===== config.mk =====
export PLATFORM = sky130hd
export DESIGN_NAME = pipe_stall_ctrl
export DESIGN_NICKNAME = d
export VERILOG_FILES = /design/src/rtl/hdt_pkg.sv /design/src/rtl/hdt_scoreboard.sv /design/src/rtl/pipe_stall_ctrl.sv
export SDC_FILE = /design/constraint.sdc
export NUM_CORES = 1
export LEC_CHECK = 0
export CAP_MARGIN = 5
export CORE_MARGIN = 5
export CORE_UTILIZATION = 52
export CTS_CLUSTER_DIAMETER = 40
export CTS_CLUSTER_SIZE = 25
export DETAILED_ROUTE_END_ITERATION = 12
export PLACE_DENSITY = 0.78
export SLEW_MARGIN = 20
export SYNTH_ARGS = -nofsm -noshare
export SYNTH_HDL_FRONTEND = slang
export SYNTH_HIERARCHICAL = 1
export SYNTH_SLANG_ARGS = --single-unit
export TNS_END_PERCENT = 50

===== constraint.sdc =====
create_clock -name clk -period 3.3 [get_ports clk]
set_clock_uncertainty 0.15 [all_clocks]
set_input_delay 0.66 -clock clk [delete_from_list [all_inputs] [get_ports clk]]
set_output_delay 0.66 -clock clk [all_outputs]
set_load 0.05 [all_outputs]

===== src/rtl/hdt_pkg.sv =====
// Shared definitions for the ID-stage hazard/stall controller.
// Latency: n/a (types and constants only).
// Backpressure: n/a.
package hdt_pkg;

    // Controller states: normal issue, or waiting for the PC update unit.
    typedef enum logic [0:0] {
        ST_RUN     = 1'b0,
        ST_PC_WAIT = 1'b1
    } hdt_state_e;

    localparam logic [3:0] REG_ZERO     = 4'h0;
    localparam logic [3:0] REG_DS       = 4'hE;
    localparam int         PEND_CYC_DEF = 3;

    // Counter width able to hold 0..cyc; never narrower than one bit.
    function automatic int pend_width(input int cyc);
        return (cyc < 1) ? 1 : $clog2(cyc + 1);
    endfunction

endpackage


===== src/rtl/hdt_scoreboard.sv =====
// Per-register pending-write scoreboard: 16 down-counters, R0 hard-wired idle.
// Latency: lookups are combinational; a load is visible from the next cycle.
// Backpressure: none; the owner decides when a load happens.
module hdt_scoreboard
    import hdt_pkg::*;
#(
    parameter int PEND_CYC = PEND_CYC_DEF
)
(
    input  logic       clk,
    input  logic       rst,
    input  logic [3:0] rs_addr,
    input  logic [3:0] rt_addr,
    input  logic [3:0] rd_addr,
    input  logic       load_en,
    input  logic [3:0] load_addr,
    output logic       rs_busy,
    output logic       rt_busy,
    output logic       rd_busy
);

    localparam int PW = pend_width(PEND_CYC);

    logic [PW-1:0] pend [16];

    // Count every pending entry down; a fresh load beats the decrement.
    always_ff @(posedge clk) begin
        if (rst) begin
            for (int r = 0; r < 16; r++) begin
                pend[r] <= '0;
            end
        end else begin
            // R0 is never written, so it can never be pending.
            pend[0] <= '0;
            for (int r = 1; r < 16; r++) begin
                if (load_en && (load_addr == 4'(r))) begin
                    pend[r] <= PW'(PEND_CYC);
                end else if (pend[r] != '0) begin
                    pend[r] <= pend[r] - PW'(1);
                end
            end
        end
    end

    assign rs_busy = (pend[rs_addr] != '0);
    assign rt_busy = (pend[rt_addr] != '0);
    assign rd_busy = (pend[rd_addr] != '0);

endmodule


===== src/rtl/pipe_stall_ctrl.sv =====
// ID-stage stall/bubble/flush control: scoreboard data hazards plus PC-update wait.
// Latency: outputs combinational from state/scoreboard/inputs; state moves next edge.
// Backpressure: stall_id holds PC and IF/ID; optional PIPE_STALL_STATS_EN adds stall_cnt.
module pipe_stall_ctrl
    import hdt_pkg::*;
#(
    parameter int PEND_CYC = PEND_CYC_DEF
)
(
    input  logic        clk,
    input  logic        rst,
    input  logic        id_valid,
    input  logic [3:0]  id_rs,
    input  logic [3:0]  id_rt,
    input  logic [3:0]  id_rd,
    input  logic        id_wr_en,
    input  logic        id_uses_ds,
    input  logic        id_branch,
    input  logic        id_call,
    input  logic        id_ret,
    input  logic        pc_update,
    output logic        stall_id,
    output logic        bubble_ex,
    output logic        flush_if,
`ifdef PIPE_STALL_STATS_EN
    output logic        issue,
    output logic [15:0] stall_cnt
`else
    output logic        issue
`endif
);

    hdt_state_e state_q;
    hdt_state_e state_d;

    logic [3:0] rs_eff;
    logic       rs_busy;
    logic       rt_busy;
    logic       rd_busy;
    logic       data_hz;
    logic       sb_load;

    logic       issue_c;
    logic       stall_c;
    logic       bubble_c;
    logic       flush_c;

    // Data-segment addressing reads R14 in place of rs.
    assign rs_eff = id_uses_ds ? REG_DS : id_rs;

    hdt_scoreboard #(
        .PEND_CYC (PEND_CYC)
    ) u_scoreboard (
        .clk       (clk),
        .rst       (rst),
        .rs_addr   (rs_eff),
        .rt_addr   (id_rt),
        .rd_addr   (id_rd),
        .load_en   (sb_load),
        .load_addr (id_rd),
        .rs_busy   (rs_busy),
        .rt_busy   (rt_busy),
        .rd_busy   (rd_busy)
    );

    // Calls and returns go out without an operand check; everything else
    // waits for its sources and its destination (WAW) to clear.
    assign data_hz = id_valid & ~id_call & ~id_ret & (rs_busy | rt_busy | rd_busy);

    // State register; reset also pulls the FSM out of a pending PC wait.
    always_ff @(posedge clk) begin
        if (rst) begin
            state_q <= ST_RUN;
        end else begin
            state_q <= state_d;
        end
    end

    // Next state and raw outputs; RUN issues on clean operands, PC_WAIT freezes the front end.
    always_comb begin
        state_d  = state_q;
        issue_c  = 1'b0;
        stall_c  = 1'b0;
        bubble_c = 1'b0;
        flush_c  = 1'b0;
        case (state_q)
            ST_RUN: begin
                issue_c  = id_valid & ~data_hz;
                stall_c  = data_hz;
                bubble_c = data_hz;
                // A redirect whose target is already known needs no wait.
                if (issue_c && (id_branch || id_ret) && !pc_update) begin
                    state_d = ST_PC_WAIT;
                end
            end
            ST_PC_WAIT: begin
                stall_c  = 1'b1;
                bubble_c = 1'b1;
                flush_c  = 1'b1;
                if (pc_update) begin
                    state_d = ST_RUN;
                end
            end
            default: begin
                state_d = ST_RUN;
            end
        endcase
    end

    // Reset forces every output low without waiting for a clock edge.
    assign issue     = ~rst & issue_c;
    assign stall_id  = ~rst & stall_c;
    assign bubble_ex = ~rst & bubble_c;
    assign flush_if  = ~rst & flush_c;

    // Only writes to a real register mark it pending.
    assign sb_load = issue & id_wr_en & (id_rd != REG_ZERO);

`ifdef PIPE_STALL_STATS_EN
    logic [15:0] stall_cnt_q;

    // Saturating count of stalled cycles.
    always_ff @(posedge clk) begin
        if (rst) begin
            stall_cnt_q <= '0;
        end else if (stall_id && (stall_cnt_q != 16'hFFFF)) begin
            stall_cnt_q <= stall_cnt_q + 16'd1;
        end
    end

    assign stall_cnt = rst ? 16'h0000 : stall_cnt_q;
`endif

endmodule

# Word level (Yosys, flattened, before mapping)
# Memories as Yosys holds them, arrays and structs flattened.
# Index checks and enable logic that the tools add are counted.
[word_totals] output_inout_bits=4 in_bits=21 regBits=1 mem_count=1 ramBits=32
[memory_table] name="u_scoreboard.pend" depth=16 width=2 rd=18 rd_clocked_by_memory_dff=0 write_ports=16 line="hdt_scoreboard.sv:24" source="logic [PW-1:0] pend [16];"
[classes] addsub=15 reduce_logical=38 n_eq_ne=15 n_mux=146 n_bitwise=47
[ops] cell="2-to-1 mux 1 bit" count=112
[ops] cell="2-to-1 mux 2 bit" count=31
[ops] cell="nonzero test 2 bit" count=18
[ops] cell="OR 1 bit" count=33
[ops] cell="equality test 4 bit (second input constant)" count=8
[ops] cell="subtractor 2 x 1 -> 2 bit (second input constant)" count=15
[ops] cell="logical AND 1 bit" count=17
[ops] cell="equality test 4 x 3 -> 1 bit (second input constant)" count=4
[ops] cell="AND 1 bit" count=9
[ops] cell="equality test 4 x 2 -> 1 bit (second input constant)" count=2
[ops] cell="inverter 1 bit" count=5
[ops] cell="equality test 4 x 1 -> 1 bit (second input constant)" count=1
[ops] cell="2-to-1 mux 4 bit" count=1
[ops] cell="one-hot mux 1 bit (2 select lines)" count=2
[ops] cell="nonzero test 4 bit" count=1
[ops] cell="logical NOT 1 bit" count=1
[ops] cell="logical OR 1 bit" count=1

# Longest topological paths before layout
# Gate-level depths: netlist of the first run.
# An unclocked memory read counts as a cell.
[logic_depth] ltp_word=18 depth_mapped=13

# Modules after synthesis
# The synthesis of the first run kept the hierarchy.
[modules_own_cells] module="hdt_scoreboard" area_each_um2=2257.2 n_inst=1 seq_area_each_um2=900.9 cells_each=258
[modules_own_cells] module="pipe_stall_ctrl" area_each_um2=140.1 n_inst=1 seq_area_each_um2=20.0 cells_each=18

# Worst setup path before layout of the first run
# OpenSTA, ideal clock, no wires.
[synth_path] kind="input port to output port" from="in id_uses_ds" to="out issue" stages=9 arrival_ps=3023 n_path_buf=1 setup_slack_ps=-533 path_cell_list="or2_2 buf_2 nor3_1 a21oi_1 o311ai_0 a21oi_1 nor3_2 nor4b_2 nor3_1"
[synth_between] elab_chain_cells=10
[synth_rtl] element="start: declaration" line="pipe_stall_ctrl.sv:17" source="input logic id_uses_ds,"
[synth_rtl] element="2-to-1 mux 4 bit" line="pipe_stall_ctrl.sv:49" source="assign rs_eff = id_uses_ds ? REG_DS : id_rs;"
[synth_rtl] element="memory (16 x 2 bit)"
[synth_rtl] element="nonzero test 2 bit" line="hdt_scoreboard.sv:45" source="assign rs_busy = (pend[rs_addr] != '0);"
[synth_rtl] element="via rs_busy" line="pipe_stall_ctrl.sv:37" source="logic rs_busy;"
[synth_rtl] element="OR 1 bit (2 in series)" line="pipe_stall_ctrl.sv:68" source="assign data_hz = id_valid & ~id_call & ~id_ret & (rs_busy | rt_busy | rd_busy);"
[synth_rtl] element="AND 1 bit" line="pipe_stall_ctrl.sv:68"
[synth_rtl] element="inverter 1 bit" line="pipe_stall_ctrl.sv:88" source="issue_c = id_valid & ~data_hz;"
[synth_rtl] element="AND 1 bit" line="pipe_stall_ctrl.sv:88"
[synth_rtl] element="2-to-1 mux 1 bit" line="pipe_stall_ctrl.sv:86" source="case (state_q)"
[synth_rtl] element="AND 1 bit" line="pipe_stall_ctrl.sv:111" source="assign issue = ~rst & issue_c;"
[synth_rtl] element="end: declaration" line="pipe_stall_ctrl.sv:29" source="output logic issue"
# The timed path passes the listed nets, and every way through them passes these cells.

# Final worst setup path of the first run
[layout_path] from="in id_uses_ds" to="out stall_id"
[layout_between] elab_chain_cells=8
[layout_rtl] element="2-to-1 mux 4 bit" line="pipe_stall_ctrl.sv:49"
[layout_rtl] element="via rs_eff[1]" line="pipe_stall_ctrl.sv:36" source="logic [3:0] rs_eff;"
[layout_rtl] element="memory (16 x 2 bit)"
[layout_rtl] element="nonzero test 2 bit" line="hdt_scoreboard.sv:45"
[layout_rtl] element="via rs_busy" line="pipe_stall_ctrl.sv:37"
[layout_rtl] element="OR 1 bit (2 in series)" line="pipe_stall_ctrl.sv:68"
[layout_rtl] element="AND 1 bit" line="pipe_stall_ctrl.sv:68"
[layout_rtl] element="one-hot mux 1 bit (2 select lines)" line="pipe_stall_ctrl.sv:86"
[layout_rtl] element="AND 1 bit" line="pipe_stall_ctrl.sv:112" source="assign stall_id = ~rst & stall_c;"
[layout_rtl] element="end: declaration" line="pipe_stall_ctrl.sv:22" source="output logic stall_id,"
# The timed path passes the listed nets, and every way through them passes these cells.

==> impl_metrics.tcl, run 1 <==
set metrics [dict create \
    status "finished, violations left" \
    violations "negative setup slack" \
    placed_area_um2 2973 \
    r2r_cells 13 \
    tritoncts "yes" \
    grt_first_pass_wirelength_mm 10.89 \
    async_flop_share_pct 0 \
    period_minus_slack_ns 3.465 \
    clockBufferDepth 2 \
    grt_usage_pct 22.06 \
    antenna_found_initial 0 \
    num_vias 2451 \
    start_util_pct 54.31 \
    row_count 24 \
    power.switching_uw 905.9 \
    hold_class "reg -> reg" \
    drive_above_1_share_pct 38.62 \
    crit_fanout 6 \
    first_global_vias 2392 \
    synth_cell_types 35 \
    holdWs_ns 0.4334 \
    rrSetupSlack_ns -0.10 \
    numCtsBuffers 5 \
    grt_start_max_net_pins 49 \
    worstSetupPathType "in -> out" \
    end_kind "output port" \
    crit-reg2reg-launch "u_scoreboard/pend[4][1]$_SDFFCE_PN0P_" \
    maxCapViolCount 0 \
    netlist_instances 276 \
    ys.flop_type "edfxtp_1" \
    leakagePower_uw 0.001319 \
    ys_seq_area_share_pct 38.41 \
    final.setup.tns_ns -1.649 \
    syn_area_per_cell_um2 8.686 \
    synth_edf_count 30 \
    io_pins 25 \
    grt-ovfl-total 0 \
    setup_viol 32 \
    cpMostUsedCell "buf_6" \
    period_share_pct 105.0 \
    ys_top_cells_by_area "edfxtp_1 38%, a21oi_1 9.0%, ha_1 7.8%, inv_1 5.3%, or2_2 5.2%" \
    die_x_um 77.90 \
    slew_viol_final 0 \
    ctsHtreeMaxLevel 2 \
    clk_pin_slew_ns 0.06 \
    setup_ws_ns -0.1646 \
    finalNonFillerCells 386 \
    port_buffers 24 \
    power_frac_comb_pct 49.2 \
    ys_top_cells_by_count "43 x a21oi_1, 34 x inv_1, 30 x edfxtp_1, 20 x or2_2, 18 x nor3_1" \
    insertion_delay_ns 0.29 \
    syn_area_um2 2397 \
    fmax_mhz 288.6 \
    clkPwrFrac_pct 13.7 \
    dp_hpwl_mm 4.645 \
    whs_path_depth 2 \
    finalHoldViolations 0 \
    firstDrtPassIters 5 \
    worstPathRequired_ns 2.49 \
    cp_slowest_cell "nor4b_4" \
    path_buf_inv 4 \
    p_seq_share_pct 37.0 \
    die-height_um 77.90 \
    nFillCells 276 \
    pre_cts_slack_ns -0.6385 \
    synth_warnings 6 \
    timing.rr.end "u_scoreboard/pend[8][1]$_SDFFCE_PN0P_" \
    intPower_uw 1363 \
    ir_drop_mv 0.3830 \
    nets 369 \
    diodes 0 \
    min_from "state_q$_SDFF_PP0_" \
    place.gp.congestion 0.8460 \
    synth_top_cell_by_area "edfxtp_1" \
    wl_per_cell_um 18.35 \
    yosys.area.top_type_share_pct 37.58 \
    arrival_ns 2.65 \
    path_cells "buf_6, or2_4, buf_6, nor3b_1, o21ai_1, o211ai_1, a21oi_1, nor3_2, nor4b_4, buf_4, o21ba_4, buf_12" \
    fin_area_um2 3383 \
    clock_sinks 31 \
    synth_most_common_cell "a21oi_1" \
    timing.hold.worst_endpoint "state_q$_SDFF_PP0_" \
    dp.cells 372 \
    core_um2 4414 \
    critPathMaxStageDelay_ns 0.30 \
    postRouteAntennaNets 0 \
    syn_nets 312 \
    routed_wl_mm 7.084 \
    clockRootBuffer "clkbuf_8" \
    swShare_pct 39.93 \
    drc 0 \
    power_density_nw_per_um2 670.5 \
    relSlewSlack_pct 63.76 \
    ys_seq_elements 31 \
    rsz0062_at_grt "yes" \
    crit_family "simple AND/OR/NAND/NOR gates" \
    viasPerCell 6.350 \
    syn2layout_area_growth_pct 41.13 \
    hold_buffers 0 \
    worstMarginPinSlew_ns 0.5424 \
    cp-start-kind "primary input" \
    drt-initial-drc-count 293 \
    dieArea_um2 6068 \
]
power by group through the flow:
stage               sequential (uW)  combinational, uW  clock, uW
global route                    860               1240        337
detailed placement              831                928          0
CTS                             826                989        316
global placement                823                888          0
floorplan                       779                688          0
finish                          840               1120        311
layer usage:
layer	vias up	GRT usage (%)	share of wire, %
met5	-	0	0
met4	0	9.628	2.6
met3	25	4.630	9.2
met2	146	35.56	47
met1	1162	28.55	41
li1	1118	-	-
worst max-delay path by stage:
stage               start                               endpoint  slack, ns  cells past startpoint
3_5_place_dp     id_rt[0]  u_scoreboard/pend[8][0]$_SDFFCE_PN0P_      -0.64                     13
4_1_cts          id_rs[1]                               stall_id       -0.1                     10
6_report       id_uses_ds                               stall_id      -0.16                     12
3_3_place_gp     id_rt[0]  u_scoreboard/pend[2][0]$_SDFFCE_PN0P_      -0.61                     14
5_1_grt        id_uses_ds                              bubble_ex      -0.28                     12
2_1_floorplan  id_uses_ds                                  issue      -0.02                      9
placed cells by master (no fill, tap or decap), types with 4 or more instances in the layout:
cell type	n
buf_6	15
o21ai_1	4
nand2_2	9
nand3b_1	15
clkbuf_8	6
nor3_2	4
buf_12	5
nand3_1	5
a21oi_2	13
nand2_1	4
ha_1	15
nor3_1	14
dlygate4sd2_1	4
nor2b_1	4
a21oi_1	30
clkdlybuf4s50_1	9
a31oi_1	6
nor3b_1	5
buf_4	24
nor2_1	7
or2_2	18
edfxtp_1	30
inv_1	32
cells by family after synthesis:
| logic type | synth area share, % |
|---|---|
| DFF | 38.41 |
| muxes | 1.879 |
| buffers and inverters | 7.725 |
| adders and majority gates | 7.829 |
| AOI/OAI and AO/OA | 18.63 |
| and+or+nand+nor | 25.52 |
cell type report:
type                    count  area, um^2  area share (%)
multi-input cells         198        1559           46.08
clock inverters             1       5.005          0.1479
well taps                  52       65.06           1.923
clock buffers               7       86.33           2.552
flip-flops and latches     31       920.9           27.22
inverters                  34       127.6           3.772
repair buffers             63       619.3           18.31
repair_timing:
action | in CTS | in global routing
buffers inserted | 3 | 1
cloned | 1 | 1
pin swaps | 19 | 30
resized for setup | 49 | 55
setup endpoints to repair | 63 | 63
metrics by stage:
stage | total power (uW) | utilization (%)
after floorplan | 1466 | -
after global placement | 1712 | 67.35
after detailed placement | 1759 | 67.35
after CTS | 2130 | 72.51
after global routing | 2435 | 76.64
final | 2269 | 76.64
worst reg2reg max path, stage by stage (launching register included):
cell and delay (ns):
edfxtp_1 0.43, or2_0 0.28, mux4_2 0.49, o211ai_1 0.20, a21oi_1 0.11, nor3_2 0.23, nor4b_4 0.08, buf_4 0.14
nor4_2 0.23, buf_4 0.17, nor3b_4 0.19, buf_6 0.16, nand2_2 0.08, nand3b_1 0.16
sequential cells by signal, summed over array words and instances (netlist names):
signal             count
u_scoreboard/pend     30
state_q                1
Note: power is estimated with default switching activity, not from simulation.
==> run 2, diff against run 1 <==
Settings changed: CAP_MARGIN 5 to 20, SKIP_LAST_GASP from default to 1.
==> run 2 against run 1 <==
  * The flow still finishes with violations (negative setup slack)
  * Critical path type unchanged
  * Utilization shrank 0.37 points
  * First-iteration DRC count is 3.8% higher
  * Clock-buffer cell count unchanged
==> impl_metrics.tcl, run 2 (synthesis results as in run 1) <==
set metrics [dict create \
    power_density_nw_per_um2 657.9 \
    fmax_mhz 288.8 \
    finalHoldViolations 0 \
    drc 0 \
    final.setup.tns_ns -0.5780 \
    setup_viol 12 \
    maxCapViolCount 0 \
    dp_hpwl_mm 4.645 \
    firstDrtPassIters 7 \
    pre_cts_slack_ns -0.6385 \
    r2r_cells 13 \
    clock_sinks 31 \
    clockRootBuffer "clkbuf_8" \
    clk_pin_slew_ns 0.07 \
    postRouteAntennaNets 0 \
    setup_ws_ns -0.1621 \
    die_x_um 77.90 \
    whs_path_depth 2 \
    core_um2 4414 \
    nets 369 \
    insertion_delay_ns 0.29 \
    hold_buffers 0 \
    hold_class "reg -> reg" \
    num_vias 2405 \
    status "finished, violations left" \
    grt_usage_pct 22.06 \
    period_share_pct 104.9 \
    port_buffers 24 \
    worstPathRequired_ns 2.49 \
    wl_per_cell_um 17.96 \
    largest_reg_flops 30 \
    cp_slowest_cell "o32ai_1" \
    io_pins 25 \
    final_common_cell "a21oi_1" \
    rrSetupSlack_ns -0.01 \
    holdWs_ns 0.4369 \
    slew_viol_final 0 \
    violations "negative setup slack" \
    cpMostUsedCell "buf_12" \
    nFillCells 273 \
    relSlewSlack_pct 53.74 \
    period_minus_slack_ns 3.462 \
    arrival_ns 2.65 \
    reg_top3 "u_scoreboard/pend: 30 flops, state_q: 1 flops" \
    worstSetupPathType "in -> out" \
    die-height_um 77.90 \
    start_util_pct 54.31 \
    drive_above_1_share_pct 35.93 \
    grt-ovfl-total 0 \
    rsz0062_at_grt "yes" \
    drt-initial-drc-count 304 \
    ctsHtreeMaxLevel 2 \
    cp-start-kind "primary input" \
    tritoncts "yes" \
    syn2layout_area_growth_pct 40.45 \
    mostFrequentLayoutCells "39 x a21oi_1, 32 x inv_1, 30 x edfxtp_1" \
    first_global_vias 2393 \
    leakagePower_uw 0.001371 \
    diodes 0 \
    worstMarginPinSlew_ns 0.6924 \
    row_count 24 \
    grt_first_pass_wirelength_mm 10.89 \
    place.gp.congestion 0.8460 \
    end_kind "output port" \
    routed_wl_mm 6.934 \
    clockBufferDepth 2 \
    ir_drop_mv 0.3804 \
    top_register "u_scoreboard/pend" \
    path_cells "buf_6, or2_4, buf_12, nor3_1, a31oi_1, o32ai_1, a21oi_1, nor3_2, nor4b_4, buf_4, o21ba_4, buf_12" \
    critPathMaxStageDelay_ns 0.29 \
    numCtsBuffers 5 \
    crit_fanout 6 \
    antenna_found_initial 0 \
    grt_start_max_net_pins 49 \
    dieArea_um2 6068 \
    viasPerCell 6.231 \
]
-- run 2: cell count changes in the layout (fill, tap and decap cells not counted), moves of 2 or more --
cell and change:
nand2_4 +5, a21oi_1 +9, buf_6 -2, nand2_2 -5
buf_4 +2, a21oi_2 -9
-- run 2: area by class of cell --
type / instances / area, um^2 / area share (%)
Timing Repair Buffer: 63 / 611.8 / 18.17
Sequential cell: 31 / 920.9 / 27.35
Multi-Input combinational cell: 198 / 1550 / 46.04
Inverter: 34 / 127.6 / 3.790
Clock inverter: 1 / 5.005 / 0.1486
Clock buffer: 7 / 86.33 / 2.564
Tap cell: 52 / 65.06 / 1.932
-- run 2: path summary, 6_finish.rpt --
kind,from,to
max,id_uses_ds,stall_id
max reg2reg,u_scoreboard/pend[12][0]$_SDFFCE_PP0P_,u_scoreboard/pend[8][1]$_SDFFCE_PN0P_
min reg2reg,state_q$_SDFF_PP0_,state_q$_SDFF_PP0_
min,state_q$_SDFF_PP0_,state_q$_SDFF_PP0_
-- run 2: timing repair --
item / in CTS / in global routing
pin swaps: 18 / 29
endpoints found under the setup margin: 63 / 63
setup buffers: 3 / 2
endpoints found under the hold margin: 0 / 0
gates resized for setup: 49 / 49
gates cloned: 1 / 1
-- run 2: stage by stage --
| step | util, % | instance area (um^2) | power (uW) | cells |
|---|---|---|---|---|
| 6_report | 76.28 | 3367 | 2215 | 386 |
| 5_1_grt | 76.28 | 3367 | 2383 | 386 |
| 4_1_cts | 72.51 | 3201 | 2130 | 384 |
| 3_5_place_dp | 67.35 | 2973 | 1759 | 372 |
| 3_3_place_gp | 67.35 | 2973 | 1712 | 372 |
| 2_1_floorplan | - | 2439 | 1466 | 276 |
-- run 2: metal layers --
metal	track usage (%)	routed length, um	vias up
met5	0	0	-
met4	9.628	218	0
met3	4.630	616	24
met2	35.56	3268	145
met1	28.55	2830	1122
li1	-	-	1114
-- run 2: power breakdown --
| group | internal (uW) | switching [uW] | total [uW] |
|---|---|---|---|
| Clock | 168 | 144 | 312 |
| Sequential | 670 | 168 | 838 |
| Combinational | 508 | 558 | 1070 |
| Total | 1350 | 870 | 2220 |
-- run 2: worst max-delay path, delay by kind of cell --
kind | cells | cell delay [ns]
simple gates | 4 | 0.74
compound gates | 4 | 0.70
buf+inv | 4 | 0.55
